<file path="config.mk">
export PLATFORM = sky130hd
export DESIGN_NAME = sat_counter
export DESIGN_NICKNAME = d
export VERILOG_FILES = /design/src/rtl/counter_sequence_checker_sat_counter.sv
export SDC_FILE = /design/constraint.sdc
export NUM_CORES = 1
export LEC_CHECK = 0
export BUFFER_PORTS_ARGS = -buffer_cell sky130_fd_sc_hd__clkbuf_2
export CORE_AREA = 2 2 39 41
export CTS_CLUSTER_DIAMETER = 30
export DETAILED_ROUTE_END_ITERATION = 7
export DIE_AREA = 0 0 41 43
export SLEW_MARGIN = 0
export SYNTH_ARGS = -nofsm -noshare
export SYNTH_HDL_FRONTEND = slang
export SYNTH_SLANG_ARGS = --single-unit
export TNS_END_PERCENT = 10
</file>
<file path="constraint.sdc">
create_clock -name clk -period 1.2 [get_ports clk]
set_input_delay 0.24 -clock clk [delete_from_list [all_inputs] [get_ports clk]]
set_output_delay 0.24 -clock clk [all_outputs]
set_load 0.005 [all_outputs]
</file>
<file path="src/rtl/counter_sequence_checker_sat_counter.sv">
// Saturating up-counter with synchronous clear; clr together with inc restarts the count at one.
module sat_counter #(
  parameter int             W   = 8,
  parameter logic [W-1:0]   MAX = {W{1'b1}}
) (
  input  logic         clk,
  input  logic         rst,
  input  logic         clr,
  input  logic         inc,
  output logic [W-1:0] count
);

  logic [W-1:0] count_p1;

  function automatic logic [W-1:0] sat_inc(input logic [W-1:0] v);
    return (v >= MAX) ? v : v + W'(1);
  endfunction

  always_ff @(posedge clk) begin
    if (rst) begin
      count_p1 <= '0;
    end else if (clr) begin
      count_p1 <= inc ? W'(1) : '0;
    end else if (inc) begin
      count_p1 <= sat_inc(count_p1);
    end
  end

  assign count = count_p1;

endmodule

</file>
==> flow_metrics.py <==
metrics = {
    "place": {
        "dp_hpwl_um": 794,
        "io_buffers": 11,
        "dp_cells": 82,
        "finalWeightedCongestion": 0.660,
    },
    "synthesis": {
        "synthCells": 47,
        "synth-seq-cells": 8,
        "yosys_warnings": 0,
        "yosysTopAreaCellShare": 0.374,
        "ys_types": 29,
        "synth_area_leaders": "dfxtp_1 37%, a21oi_1 4.7%, mux2i_1 4.7%",
        "synth_nets": 52,
        "synth.largest_area_cell": "dfxtp_1",
        "ys_seq_area_frac": 0.374,
        "synth.avg_cell_area_sq_um": 9.10,
        "netlist_area_sq_um": 428,
    },
    "power": {
        "irDropWorstVdd_mv": 0.330,
        "power.switching_mw": 0.119,
        "total_leakage_power_nw": 0.269,
        "p_sw_frac": 0.225,
        "p_clk_frac": 0.387,
        "internal_power_mw": 0.409,
        "p_seq_frac": 0.516,
        "powerDensity_nw_per_um2": 840,
        "pwr-share-comb": 0.097,
    },
    "clock_tree": {
        "cts_tree": "built",
        "cts_setup_buffers": 0,
        "clock_sinks": 8,
        "hold_buffers": 0,
        "clkTransAtPathRegs_ns": 0.05,
        "insertion_delay_ns": 0.25,
        "clk_path_buf_depth": 2,
        "clockRootBuffer": "clkbuf_4",
        "htree_levels": 1,
        "numCtsBuffers": 3,
    },
    "final_layout": {
        "drive_above_1_share": 0.478,
        "area_growth_pct": 46.8,
        "fin_cells": 85,
        "n_antenna_cell": 0,
        "nets": 76,
        "largest_reg_flops": 8,
    },
    "timing": {
        "tightest_slew_ns": 0.294,
        "slew_headroom": 0.801,
        "layout_min_cycle_time_ns": 1.21,
        "rsz0062_at_grt": "true",
        "final-hold-violation-count": 0,
        "whs_ns": 0.219,
        "skew_ns": 0.000488,
        "finalSetupViolations": 1,
        "drv_slew": 0,
        "worst_slack_ns": -0.0130,
        "finalCritPeriodShare": 1.01,
        "timing.fmax_mhz": 824,
    },
    "floorplan": {
        "initial_core_util": 0.309,
        "fp.dieH_um": 43,
        "rows": 14,
        "dieArea_sq_um": 1760,
        "core_area_sq_um": 1380,
        "top_level_ports": 12,
        "die_w_um": 41,
    },
    "status": {
        "status": "finished, violations left",
        "failed_checks": "negative setup slack",
    },
    "worst_setup_path": {
        "crit_buf_inv": 0,
        "cp_cell_sequence": "ha_4 -> and3_2 -> and4_2 -> nor3_2",
        "critPathRequiredTime_ns": 1.38,
        "rrSetupSlack_ns": -0.01,
        "timing_worst_setup_path_type": "reg -> reg",
        "cpPeakStageDelay_ns": 0.36,
        "cp_slowest_cell": "dfxtp_4",
        "crit_start": "count[0]",
        "r2r_start": "count[0]",
        "worstSetupEndpointType": "register",
        "start_kind": "register",
        "crit_family": "simple AND/OR/NAND/NOR gates",
        "cp_max_fo": 6,
        "worstPathArrival_ns": 1.40,
    },
    "global_routing": {
        "grt_use_total": 0.153,
        "grt_pass1_vias": 412,
        "grt_first_pass_wirelength_mm": 1.77,
        "antenna_found_initial": 0,
        "grt-ovfl-total": 0,
        "grt_max_degree": 9,
    },
    "route": {
        "ant_nets": 0,
        "firstDrtPassIters": 4,
        "wirelength_mm": 1.04,
        "viasPerCell": 5.54,
        "initialDrtViolationCount": 7,
        "drc": 0,
        "routed-via-count": 471,
        "wl_per_cell_um": 12.3,
    },
    "min_path": {
        "hold_path_class": "in -> reg",
        "min_from": "rst",
    },
    "run": {
        "drv_cap": 0,
    },
}
layer usage:
| metal | up-vias | wire (um) | GRT usage |
|---|---|---|---|
| li1 | 239 | - | - |
| met1 | 214 | 490 | 0.194 |
| met2 | 16 | 484 | 0.203 |
| met3 | 2 | 52 | 0.0471 |
| met4 | 0 | 17 | 0.120 |
| met5 | - | 0 | 0 |
worst register-to-register path, delay by kind of cell, from the launching register on:
kind / cells / cell delay, ns
and+or+nand+nor: 3 / 0.61
adders and majority gates: 1 / 0.18
DFF: 1 / 0.36
cell usage after synthesis:
| master | number |
|---|---|
| dfxtp_1 | 8 |
| a21oi_1 | 4 |
| nand2_1 | 4 |
| mux2i_1 | 2 |
| nand4_1 | 2 |
| nor2_1 | 2 |
| nor3_1 | 2 |
| o211a_1 | 2 |
| a211oi_1 | 1 |
| a311oi_1 | 1 |
| and3_1 | 1 |
| and4_1 | 1 |
| and4_2 | 1 |
| buf_2 | 1 |
| ha_1 | 1 |
| inv_1 | 1 |
| nand2b_1 | 1 |
| nand3_1 | 1 |
| nand3_2 | 1 |
| nor2b_1 | 1 |
| o2111a_1 | 1 |
| o2111ai_1 | 1 |
| o21a_1 | 1 |
| o311ai_0 | 1 |
| o31ai_1 | 1 |
| o41ai_1 | 1 |
| or2_1 | 1 |
| or3_1 | 1 |
| or4_1 | 1 |
layout by cell type, fill, tap and decap left out, types with 2 or more instances in the layout:
cell / n
clkbuf_2: 11
buf_4: 8
nand2_1: 4
a21oi_1: 4
dfxtp_1: 4
clkbuf_4: 3
nand4_1: 2
o211a_1: 2
nor2_1: 2
mux2i_1: 2
dfxtp_4: 2
dfxtp_2: 2
kinds of logic after synthesis:
logic type,Yosys count,share of synthesized area
simple gates,20,0.275
compound gates,14,0.254
buf+inv,2,0.0204
flops,8,0.374
fa+ha+maj,1,0.0292
mux,2,0.0468
power groups by stage:
stage / Clock (mW) / Combinational [mW] / Sequential (mW)
after floorplan: 0 / 0.0199 / 0.279
after global placement: 0 / 0.0459 / 0.278
after detailed placement: 0 / 0.0458 / 0.278
after CTS: 0.220 / 0.0477 / 0.274
after global routing: 0.239 / 0.0565 / 0.272
final: 0.204 / 0.0511 / 0.272
area by class of cell:
| class | count | area [sq um] |
|---|---|---|
| timing repair buffer | 20 | 126 |
| inverter | 1 | 3.75 |
| clock buffer | 3 | 22.5 |
| multi-input combinational | 37 | 285 |
| fill | 152 | 756 |
| tap | 16 | 20.0 |
| sequential | 8 | 170 |
per-stage QoR:
stage	instance area, sq um	power [mW]	setup TNS, ns	util	setup slack, ns
2_1_floorplan	430	0.299	0	-	0.00211
3_3_place_gp	568	0.323	-0.0684	0.410	-0.0354
3_5_place_dp	568	0.324	-0.248	0.410	-0.0911
4_1_cts	603	0.542	-0.0373	0.436	-0.0214
5_1_grt	628	0.567	-0.228	0.454	-0.0540
6_report	628	0.527	-0.0130	0.454	-0.0130
what timing repair did:
item                                    4_1_cts  5_1_grt
pin swaps                                     1        3
gates resized for setup                       4        8
endpoints found under the setup margin        6        5
path summary, 6_finish.rpt:
check             cells past startpoint       end
setup / recovery                      4  count[4]
hold reg to reg                       2  count[3]
hold / removal                        2  count[0]
setup reg to reg                      4  count[4]
No activity file was read; power rests on OpenSTA's default activity.
